[config.mk]
export PLATFORM = sky130hd
export DESIGN_NAME = press_count_scheduler
export DESIGN_NICKNAME = d
export VERILOG_FILES = /design/src/rtl/press_count_pkg.sv /design/src/rtl/debounce_channel.sv /design/src/rtl/press_count_scheduler.sv
export SDC_FILE = /design/constraint.sdc
export NUM_CORES = 1
export LEC_CHECK = 0
export CAP_MARGIN = 5
export CORE_UTILIZATION = 44
export CTS_BUF_LIST = sky130_fd_sc_hd__clkbuf_8
export CTS_CLUSTER_DIAMETER = 150
export CTS_CLUSTER_SIZE = 24
export DETAILED_ROUTE_END_ITERATION = 7
export HOLD_SLACK_MARGIN = 0.08
export PLACE_DENSITY = 0.65
export SLEW_MARGIN = 10
export SYNTH_ARGS = -nofsm -noshare
export SYNTH_HDL_FRONTEND = slang
export SYNTH_SLANG_ARGS = --single-unit
[constraint.sdc]
create_clock -name clk -period 4.65 [get_ports clk]
set_input_delay 0.93 -clock clk [delete_from_list [all_inputs] [get_ports clk]]
set_output_delay 0.93 -clock clk [all_outputs]
set_load 0.01 [all_outputs]
[src/rtl/press_count_pkg.sv]
// Shared types and constants for the press-count scheduler.
package press_count_pkg;

   // Per-button debounce state.
   typedef enum logic [1:0] {
      IDLE    = 2'd0,
      PRESS_W = 2'd1,
      HELD    = 2'd2,
      REL_W   = 2'd3
   } deb_state_t;

   // Per-button direction encoding on btn_dir.
   localparam logic DIR_UP   = 1'b1;
   localparam logic DIR_DOWN = 1'b0;

endpackage

[src/rtl/debounce_channel.sv]
// One button channel: two-flop synchronizer, debounce FSM with stability timer,
// and a one-cycle press pulse on the first cycle the FSM sits in HELD.
module debounce_channel #(
   parameter int DEBOUNCE_CYCLES = 500000
) (
   input  logic clk,
   input  logic reset,
   input  logic btn_n,
   output logic press
);
   import press_count_pkg::*;

   localparam int TIMER_W = (DEBOUNCE_CYCLES > 1) ? $clog2(DEBOUNCE_CYCLES) : 1;
   localparam logic [TIMER_W-1:0] TIMER_LAST = TIMER_W'(DEBOUNCE_CYCLES - 1);
   localparam logic [TIMER_W-1:0] TIMER_ZERO = {TIMER_W{1'b0}};
   localparam logic [TIMER_W-1:0] TIMER_ONE  = TIMER_W'(1);

   logic               sync1_r;
   logic               sync2_r;
   deb_state_t         state_r;
   deb_state_t         state_s;
   logic [TIMER_W-1:0] timer_r;
   logic [TIMER_W-1:0] timer_s;
   logic               press_r;
   logic               press_s;

   // Bring the raw active-low pin into the clock domain as an active-high level.
   always_ff @(posedge clk) begin
      if (!reset) begin
         sync1_r <= 1'b0;
         sync2_r <= 1'b0;
      end else begin
         sync1_r <= ~btn_n;
         sync2_r <= sync1_r;
      end
   end

   // Next-state and timer logic: a level change is accepted only after it stays stable.
   always_comb begin
      state_s = state_r;
      timer_s = timer_r;
      case (state_r)
         IDLE: begin
            if (sync2_r) begin
               state_s = PRESS_W;
               timer_s = TIMER_ZERO;
            end else begin
               state_s = IDLE;
               timer_s = TIMER_ZERO;
            end
         end
         PRESS_W: begin
            if (!sync2_r) begin
               state_s = IDLE;
               timer_s = TIMER_ZERO;
            end else if (timer_r == TIMER_LAST) begin
               state_s = HELD;
               timer_s = TIMER_ZERO;
            end else begin
               state_s = PRESS_W;
               timer_s = timer_r + TIMER_ONE;
            end
         end
         HELD: begin
            if (!sync2_r) begin
               state_s = REL_W;
               timer_s = TIMER_ZERO;
            end else begin
               state_s = HELD;
               timer_s = TIMER_ZERO;
            end
         end
         REL_W: begin
            if (sync2_r) begin
               state_s = HELD;
               timer_s = TIMER_ZERO;
            end else if (timer_r == TIMER_LAST) begin
               state_s = IDLE;
               timer_s = TIMER_ZERO;
            end else begin
               state_s = REL_W;
               timer_s = timer_r + TIMER_ONE;
            end
         end
         default: begin
            state_s = IDLE;
            timer_s = TIMER_ZERO;
         end
      endcase
   end

   // Only the PRESS_W -> HELD transition produces a request; bounces back from REL_W do not.
   always_comb begin
      press_s = (state_r == PRESS_W) && (state_s == HELD);
   end

   // State, timer and registered one-shot.
   always_ff @(posedge clk) begin
      if (!reset) begin
         state_r <= IDLE;
         timer_r <= TIMER_ZERO;
         press_r <= 1'b0;
      end else begin
         state_r <= state_s;
         timer_r <= timer_s;
         press_r <= press_s;
      end
   end

   assign press = press_r;

endmodule

[src/rtl/press_count_scheduler.sv]
// Shares one up/down counter among NUM_BTN debounced buttons. Presses are latched
// as pending requests and a round-robin arbiter services one per cycle.
module press_count_scheduler #(
   parameter int NUM_BTN         = 4,
   parameter int COUNT_W         = 7,
   parameter int DEBOUNCE_CYCLES = 500000,
   parameter bit WRAP            = 1'b1
) (
   input  logic               clk,
   input  logic               reset,
   input  logic [NUM_BTN-1:0] btn_n,
   input  logic [NUM_BTN-1:0] btn_dir,
   input  logic               clear,
   output logic [COUNT_W-1:0] count,
   output logic [COUNT_W-1:0] count_n,
   output logic [NUM_BTN-1:0] grant,
   output logic               update,
   output logic [NUM_BTN-1:0] pending,
   output logic               wrap_flag
);
   import press_count_pkg::*;

   localparam int PTR_W = $clog2(NUM_BTN);
   localparam logic [COUNT_W-1:0] COUNT_MAX  = {COUNT_W{1'b1}};
   localparam logic [COUNT_W-1:0] COUNT_ZERO = {COUNT_W{1'b0}};
   localparam logic [COUNT_W-1:0] COUNT_ONE  = COUNT_W'(1);
   localparam logic [PTR_W-1:0]   PTR_ZERO   = {PTR_W{1'b0}};
   localparam logic [PTR_W-1:0]   PTR_LAST   = PTR_W'(NUM_BTN - 1);
   localparam logic [NUM_BTN-1:0] BTN_ZERO   = {NUM_BTN{1'b0}};
   localparam logic [NUM_BTN-1:0] BTN_ONE    = NUM_BTN'(1);

   // Requester index 'offset' positions after 'base', modulo NUM_BTN.
   function automatic logic [PTR_W-1:0] rr_index(input logic [PTR_W-1:0] base, input int offset);
      int sum;
      sum = int'(base) + offset;
      if (sum >= NUM_BTN) begin
         sum = sum - NUM_BTN;
      end else begin
         sum = sum;
      end
      return PTR_W'(sum);
   endfunction

   logic [NUM_BTN-1:0] press_s;
   logic [NUM_BTN-1:0] pending_r;
   logic [NUM_BTN-1:0] pending_nx_s;
   logic [NUM_BTN-1:0] service_s;
   logic [NUM_BTN-1:0] grant_r;
   logic [PTR_W-1:0]   ptr_r;
   logic [PTR_W-1:0]   ptr_nx_s;
   logic [PTR_W-1:0]   sel_s;
   logic               found_s;
   logic               dir_s;
   logic [COUNT_W-1:0] count_r;
   logic [COUNT_W-1:0] count_nx_s;
   logic               hit_s;
   logic               update_r;
   logic               wrap_r;

   genvar gi;
   generate
      for (gi = 0; gi < NUM_BTN; gi++) begin : g_chan
         debounce_channel #(
            .DEBOUNCE_CYCLES(DEBOUNCE_CYCLES)
         ) u_chan (
            .clk  (clk),
            .reset(reset),
            .btn_n(btn_n[gi]),
            .press(press_s[gi])
         );
      end
   endgenerate

   // Round-robin pick: first pending requester at or after the pointer.
   always_comb begin
      found_s = 1'b0;
      sel_s   = PTR_ZERO;
      for (int k = 0; k < NUM_BTN; k++) begin
         if (!found_s && pending_r[rr_index(ptr_r, k)]) begin
            found_s = 1'b1;
            sel_s   = rr_index(ptr_r, k);
         end else begin
            found_s = found_s;
         end
      end
   end

   // Service mask, pointer advance and next pending set; a new press overrides its own service.
   always_comb begin
      if (found_s) begin
         service_s = BTN_ONE << sel_s;
      end else begin
         service_s = BTN_ZERO;
      end
      if (sel_s == PTR_LAST) begin
         ptr_nx_s = PTR_ZERO;
      end else begin
         ptr_nx_s = sel_s + PTR_W'(1);
      end
      pending_nx_s = (pending_r & ~service_s) | press_s;
   end

   // Counter step for the selected requester; hit_s marks reaching a limit.
   always_comb begin
      dir_s      = btn_dir[sel_s];
      count_nx_s = count_r;
      hit_s      = 1'b0;
      case (dir_s)
         DIR_UP: begin
            if (count_r == COUNT_MAX) begin
               hit_s      = 1'b1;
               count_nx_s = WRAP ? COUNT_ZERO : COUNT_MAX;
            end else begin
               count_nx_s = count_r + COUNT_ONE;
            end
         end
         DIR_DOWN: begin
            if (count_r == COUNT_ZERO) begin
               hit_s      = 1'b1;
               count_nx_s = WRAP ? COUNT_MAX : COUNT_ZERO;
            end else begin
               count_nx_s = count_r - COUNT_ONE;
            end
         end
         default: begin
            hit_s      = 1'b0;
            count_nx_s = count_r;
         end
      endcase
   end

   // Pending, arbitration and counter state; clear wipes everything but the pointer.
   always_ff @(posedge clk) begin
      if (!reset) begin
         pending_r <= BTN_ZERO;
         ptr_r     <= PTR_ZERO;
         count_r   <= COUNT_ZERO;
         grant_r   <= BTN_ZERO;
         update_r  <= 1'b0;
         wrap_r    <= 1'b0;
      end else if (clear) begin
         pending_r <= BTN_ZERO;
         count_r   <= COUNT_ZERO;
         grant_r   <= BTN_ZERO;
         update_r  <= 1'b0;
         wrap_r    <= 1'b0;
      end else begin
         pending_r <= pending_nx_s;
         if (found_s) begin
            count_r  <= count_nx_s;
            grant_r  <= service_s;
            update_r <= 1'b1;
            ptr_r    <= ptr_nx_s;
            if (hit_s) begin
               wrap_r <= 1'b1;
            end
         end else begin
            grant_r  <= BTN_ZERO;
            update_r <= 1'b0;
         end
      end
   end

   assign count     = count_r;
   assign count_n   = ~count_r;
   assign grant     = grant_r;
   assign update    = update_r;
   assign pending   = pending_r;
   assign wrap_flag = wrap_r;

endmodule

==> results of run 1 <==
==> critical path, stage by stage <==
cell                              delay (ps)
sky130_fd_sc_hd__clkdlybuf4s50_1         770
sky130_fd_sc_hd__nor2b_1                 540
sky130_fd_sc_hd__nand2_1                 320
sky130_fd_sc_hd__a211oi_1                290
sky130_fd_sc_hd__a31o_1                  130
==> cell type report <==
class	count	share of cell area, %
clock buffer	18	4.154
clock inverter	13	3.210
inverter	27	1.783
multi-input combinational	424	43.47
sequential	115	38.61
tap	140	2.937
timing repair buffer	35	5.833
==> synth_stat cells (all sizes together), types with 9 or more instances <==
library cell	number	area (µm²)
inv	26	97.59
nand3	39	195.2
xor2	48	420.4
nand2	49	186.4
nand4	18	112.6
ha	10	125.1
xnor2	29	254.0
a21oi	9	45.04
nor2	111	416.7
buf	11	72.56
dfxtp	115	2302
nor3	12	60.06
nor2b	13	86.34
and3	15	93.84
==> registers in the layout, summed over array words and instances, names as in the netlist, 2 cells and up <==
| register | flops |
|---|---|
| count | 7 |
| g_chan.u_chan.timer_r | 76 |
| g_chan.u_chan.state_r | 8 |
| pending | 4 |
| ptr_r | 2 |
| g_chan.u_chan.sync2_r | 4 |
| grant | 4 |
| g_chan.u_chan.sync1_r | 4 |
| g_chan.u_chan.press | 4 |
==> cell families after synthesis <==
| family | count (synthesis) | synth area share (%) |
|---|---|---|
| fa+ha+maj | 10 | 2.452 |
| buf+inv | 46 | 4.094 |
| simple gates | 292 | 27.78 |
| xor+xnor | 77 | 13.21 |
| mux | 5 | 1.226 |
| flops | 115 | 45.11 |
| compound gates | 40 | 6.129 |
==> power by group <==
| part | internal [mW] | switching, mW | leakage [nW] |
|---|---|---|---|
| Combinational | 0.0148 | 0.0140 | 0.952 |
| Sequential | 0.989 | 0.00217 | 0.928 |
| Clock | 0.640 | 0.390 | 0.234 |
==> layer usage <==
metal / global-route usage [%] / vias up
li1: - / 2030
met1: 22.18 / 1762
met2: 28.17 / 72
met3: 6.046 / 18
met4: 9.524 / 0
met5: 0 / -
==> layout by cell type (no fill, tap or decap), types with 3 or more instances in the layout <==
master	instances
sky130_fd_sc_hd__nor4b_1	3
sky130_fd_sc_hd__nand2b_1	3
sky130_fd_sc_hd__nand3_1	39
sky130_fd_sc_hd__nand4_1	18
sky130_fd_sc_hd__clkinv_2	5
sky130_fd_sc_hd__nor4_1	6
sky130_fd_sc_hd__o31ai_1	3
sky130_fd_sc_hd__bufinv_16	5
sky130_fd_sc_hd__and3_1	15
sky130_fd_sc_hd__nor3_1	12
sky130_fd_sc_hd__ha_1	10
sky130_fd_sc_hd__nand2_1	48
sky130_fd_sc_hd__xnor2_1	29
sky130_fd_sc_hd__and2_1	4
sky130_fd_sc_hd__clkdlybuf4s50_1	34
sky130_fd_sc_hd__nor2_1	111
sky130_fd_sc_hd__nor2b_1	11
sky130_fd_sc_hd__o21ai_0	4
sky130_fd_sc_hd__inv_1	28
sky130_fd_sc_hd__mux2i_1	4
sky130_fd_sc_hd__a21oi_1	9
sky130_fd_sc_hd__dfxtp_1	115
sky130_fd_sc_hd__or2_2	3
sky130_fd_sc_hd__xor2_1	48
sky130_fd_sc_hd__and4_1	5
sky130_fd_sc_hd__clkbuf_8	18
==> final timing paths <==
path	end	depth (start not counted)	slack, ps
setup / recovery	count[0]$_SDFFE_PP0P_	5	2060
hold / removal	g_chan[3].u_chan.sync2_r$_SDFF_PN0_	1	430
setup reg to reg	wrap_flag$_SDFFE_PP0P_	7	2440
hold reg to reg	g_chan[3].u_chan.sync2_r$_SDFF_PN0_	1	430
==> metrics by stage <==
| step | utilization [%] | worst slack (ps) | total power, mW | instance area [µm²] |
|---|---|---|---|---|
| after floorplan | - | 2578 | 1.031 | 5104 |
| after global placement | 49.86 | 1730 | 1.042 | 5524 |
| after detailed placement | 49.86 | 1615 | 1.042 | 5524 |
| after CTS | 53.83 | 2082 | 2.079 | 5963 |
| after global routing | 53.83 | 1841 | 2.125 | 5963 |
| final | 53.83 | 2059 | 2.050 | 5963 |
==> flow_summary_export.csv, run 1 <==
group,metric,value,unit
drt,route.vias.total,3882,
logic_synthesis,syn_nets,606,
pwr,power_per_cell_area,343.8,nW/µm²
drt,total_wirelength,9.607,mm
hold_path,min-delay-start,"g_chan[3].u_chan.sync1_r$_SDFF_PN0_",
logic_synthesis,synth.avg_cell_area,8.724,µm²
grt,total_routing_usage_gr,18.11,%
floorplanning,initial_utilization,46.07,%
setup_path,largest_fanout_of_any_net_on_the_critical_path,15,
cts,clock_sinks,115,
drt,met2_wirelength,4.256,mm
cts,number_of_buffers_added_by_the_clock_tree_synthesis_step,17,
finish,post_route_cells_drive_above_1_share,7.753,%
finish,post_layout_nonfiller_instances,772,
drt,routedLengthMet1,4.691,mm
setup_path,arrival,2980,ps
hold_path,min_path_type,"reg -> reg",
drt,route.antenna.remaining_nets,0,
setup_path,crit_required,5040,ps
cts,clkLatencyLatePin,440,ps
logic_synthesis,postSynthCellCount,585,
placement,gpl.final_weighted_congestion,0.8691,
logic_synthesis,async_s_r_ff_share_synth,0,%
placement,port_buffers,34,
logic_synthesis,dominantRegCellSynth,"sky130_fd_sc_hd__dfxtp_1",
grt,antenna_found_initial,0,
sta,timing.slew.headroom,43.45,%
pwr,static-leakage-power,2.114,nW
sta,final_total_negative_setup_slack,0,ps
logic_synthesis,synth.yosys.seq_area_share,45.11,%
setup_path,worst-setup-path-type,"in -> reg",
drt,met3_wirelength,440,µm
floorplanning,core_area,11080,µm²
sta,final-max-slew-violation-count,0,
logic_synthesis,ys_warn_count,0,
drt,first_iter_violations,158,
grt,global_route_wire_length_before_repair,16.66,mm
cts,cts.root.buffer_cell,"sky130_fd_sc_hd__clkbuf_8",
setup_path,worst_setup_startpoint,"reset",
floorplanning,die_area,12030,µm²
sta,setup-violations-final,0,
drt,dr.pass1.iters,4,
setup_path,worst_r2r_startpoint,"pending[3]$_SDFF_PP0_",
logic_synthesis,yosysUniqueCellTypes,57,
sta,rsz0062_at_grt,"false",
finish,flow.area_growth_from_synthesis,16.84,%
outcome,status,"finished, final reports clean",
cts,cts_hold_repair.buffers,0,
finish,multi_input_area,2592,µm²
placement,dp_hpwl,6.856,mm
sta,hold_viol_final,0,
logic_synthesis,synth_enable_flop_cells,0,
finish,final_nets,641,
drt,route.detailed.drc,0,
setup_path,setup.worst_path.start_class,"primary input",
cts,postCtsResizedCells,0,
drt,wire_per_inst,12.44,µm
sta,final.setup_skew,8.362,ps
sta,fin_crit_sh,55.72,%
sta,max_slew.worst_pin.slew,840.6,ps
cts,ctsLongestPathBuffers,2,
cts,cts_tree,"built",
cts,post_cts.repair.setup_buffers,0,
sta,fmaxAchievable,386.0,MHz
run,cap_violations,0,
floorplanning,io_pins,35,
finish,antennaDiodeCount,0,
finish,register_area,2302,µm²
grt,grt-ovfl-total,0,
logic_synthesis,synth.cell_area,5104,µm²
finish,fillerInstances,1037,
drt,route.top_layer_used,"met4",
logic_synthesis,synth-seq-cells,115,
floorplanning,placement_rows,38,
grt,vias_in_the_first_global_route,3738,
sta,post-route-min-period,2591,ps
sta,timing.hold.ws,427.2,ps
floorplanning,dieWidth,109.7,µm
cts,clock_pin_transition_on_the_worst_setup_and_hold_timing_paths,70,ps
pwr,vdd_drop_max,0.1776,mV
grt,grt_start_max_net_pins,20,
setup_path,timing.critical_path.to_type,"flop",
placement,placed_cells,741,
drt,post_drt_via_cell_ratio,5.028,
floorplanning,die_height,109.7,µm
cts,clock_tree.htree_level_count,4,
No activity file was read; power rests on OpenSTA's default activity.
==> run 2, diff against run 1 <==
Settings changed: PLACE_DENSITY 0.65 to 0.68.
Clock period 4.65 ns to 2.3 ns, I/O delays scaled along.
==> flow_summary_export.csv, run 2 (same netlist as run 1, synthesis figures left out) <==
group,metric,value,unit
outcome,status,"finished, final reports clean",
pwr,seqPwrFrac,50.2,%
floorplanning,dieWidth,109.7,µm
drt,first_iter_violations,173,
pwr,p_int,3.174,mW
grt,antenna_found_initial,0,
drt,route.detailed.drc,0,
drt,total_wirelength,9.429,mm
drt,route.vias.total,3957,
sta,timing.slew.headroom,59.51,%
cts,ctsLongestPathBuffers,2,
setup_path,arrival,2370,ps
sta,fmaxAchievable,478.7,MHz
pwr,power_per_cell_area,667.4,nW/µm²
grt,groute.layer.met3.usage,4.564,%
finish,final_nets,647,
run,cap_violations,0,
placement,gpl.final_weighted_congestion,0.8946,
sta,final_total_negative_setup_slack,0,ps
finish,antennaDiodeCount,0,
hold_path,min_path_type,"reg -> reg",
cts,clock_sinks,115,
drt,dr.pass1.iters,4,
finish,flow.area_growth_from_synthesis,17.28,%
floorplanning,core_area,11080,µm²
finish,largest_register_ffs,76,
drt,route.antenna.remaining_nets,0,
pwr,netSwitchingPower,0.8208,mW
setup_path,setup.worst_path.start_class,"flop",
cts,clock_tree.htree_level_count,4,
placement,dp_hpwl,6.795,mm
setup_path,timing.critical_path.to_type,"flop",
sta,final.setup_skew,8.990,ps
grt,total_routing_usage_gr,17.16,%
sta,setup-violations-final,0,
sta,hold_viol_final,0,
finish,post_layout_nonfiller_instances,779,
setup_path,largest_fanout_of_any_net_on_the_critical_path,19,
finish,post_route_cells_drive_above_1_share,8.607,%
grt,top_usage_layer,"met2",
grt,grt_start_max_net_pins,20,
finish,largest_register,"g_chan.u_chan.timer_r",
pwr,power.switching_fraction,20.55,%
finish,final_common_cell,"sky130_fd_sc_hd__dfxtp_1",
grt,met2_usage_grt,27.81,%
sta,max_slew.worst_pin.slew,607.4,ps
drt,wire_per_inst,12.10,µm
floorplanning,die_height,109.7,µm
setup_path,worst-setup-path-type,"reg -> reg",
cts,cts.root.buffer_cell,"sky130_fd_sc_hd__clkbuf_8",
grt,grt-ovfl-total,0,
sta,timing.hold.ws,435.2,ps
cts,post_cts.repair.setup_buffers,0,
cts,cts_tree,"built",
pwr,clock_power_share,48.3,%
cts,clock_pin_transition_on_the_worst_setup_and_hold_timing_paths,70,ps
placement,port_buffers,34,
grt,gr-usage-met1,21.19,%
floorplanning,die_area,12030,µm²
floorplanning,initial_utilization,46.07,%
sta,fin_crit_sh,90.83,%
sta,final-max-slew-violation-count,0,
pwr,pwr-share-comb,1.5,%
grt,global_route_wire_length_before_repair,16.06,mm
cts,number_of_buffers_added_by_the_clock_tree_synthesis_step,17,
pwr,vdd_drop_max,0.3111,mV
sta,rsz0062_at_grt,"false",
setup_path,crit_required,2580,ps
placement,placed_cells,747,
pwr,static-leakage-power,2.132,nW
sta,post-route-min-period,2089,ps
finish,final_cell_mix,"115 x sky130_fd_sc_hd__dfxtp_1, 111 x sky130_fd_sc_hd__nor2_1, 48 x sky130_fd_sc_hd__nand2_1, 48 x sky130_fd_sc_hd__xor2_1, 39 x sky130_fd_sc_hd__nand3_1",
cts,clkLatencyLatePin,420,ps
grt,vias_in_the_first_global_route,3645,
floorplanning,io_pins,35,
drt,post_drt_via_cell_ratio,5.080,
floorplanning,placement_rows,38,
[run 2: cell count changes in the layout (fill, tap and decap cells not counted), sizes merged]
| cell | delta |
|---|---|
| clkinv | -2 |
| buf | +6 |
| inv | +2 |
| clkinvlp | +1 |
| clkbuf | +2 |
| bufinv | -2 |
[run 2: final timing paths]
check,from,to,slack (ps),cells after the start
worst max-delay path,g_chan[0].u_chan.timer_r[0]$_SDFF_PN0_,g_chan[0].u_chan.timer_r[18]$_SDFF_PN0_,210,7
worst max register to register,g_chan[0].u_chan.timer_r[0]$_SDFF_PN0_,g_chan[0].u_chan.timer_r[18]$_SDFF_PN0_,210,7
worst min register to register,g_chan[3].u_chan.sync1_r$_SDFF_PN0_,g_chan[3].u_chan.sync2_r$_SDFF_PN0_,440,1
worst min-delay path,g_chan[3].u_chan.sync1_r$_SDFF_PN0_,g_chan[3].u_chan.sync2_r$_SDFF_PN0_,440,1
[run 2: through the flow]
step / instance area [µm²] / power, mW / setup slack, ps / util, %
global route: 5986 / 4.144 / 25.61 / 54.03
detailed placement: 5569 / 2.110 / 58.46 / 50.27
finish: 5986 / 3.995 / 210.9 / 54.03
CTS: 5984 / 4.048 / 178.1 / 54.02
global placement: 5569 / 2.109 / 133.3 / 50.27
floorplan: 5104 / 2.084 / 409.1 / -
[run 2: cell type report]
cell class	instances	area, µm²
fillers	1018	5092
clock buffers	20	275.3
clock inverters	12	140.1
inverters	27	106.4
well taps	140	175.2
flip-flops and latches	115	2302
multi-input cells	424	2594
repair buffers	41	392.9
[run 2: critical path, stage by stage, from the launching register on]
cell	delay [ps]
sky130_fd_sc_hd__dfxtp_1	380
sky130_fd_sc_hd__ha_1	200
sky130_fd_sc_hd__nand3_1	130
sky130_fd_sc_hd__nor2_1	160
sky130_fd_sc_hd__and3_1	190
sky130_fd_sc_hd__and4_1	240
sky130_fd_sc_hd__or3b_1	520
sky130_fd_sc_hd__nor2_1	110
[run 2: power groups by stage]
stage | logic, mW | clock network [mW] | registers (mW)
global placement | 0.0598 | 0 | 2.05
finish | 0.0601 | 1.93 | 2.00
floorplan | 0.0364 | 0 | 2.05
global route | 0.0664 | 2.07 | 2.00
detailed placement | 0.0605 | 0 | 2.05
CTS | 0.0607 | 1.98 | 2.00
[run 2: per-layer routing]
metal	vias up	part of all wire [%]
met1	1841	48
li1	2026	-
met3	16	4.4
met4	0	1.7
met2	74	46
met5	-	0
[run 2: timing repair]
action | in CTS | in global routing
endpoints found under the setup margin | 0 | 1
hold buffers | 0 | 0
gates resized for setup | 0 | 1
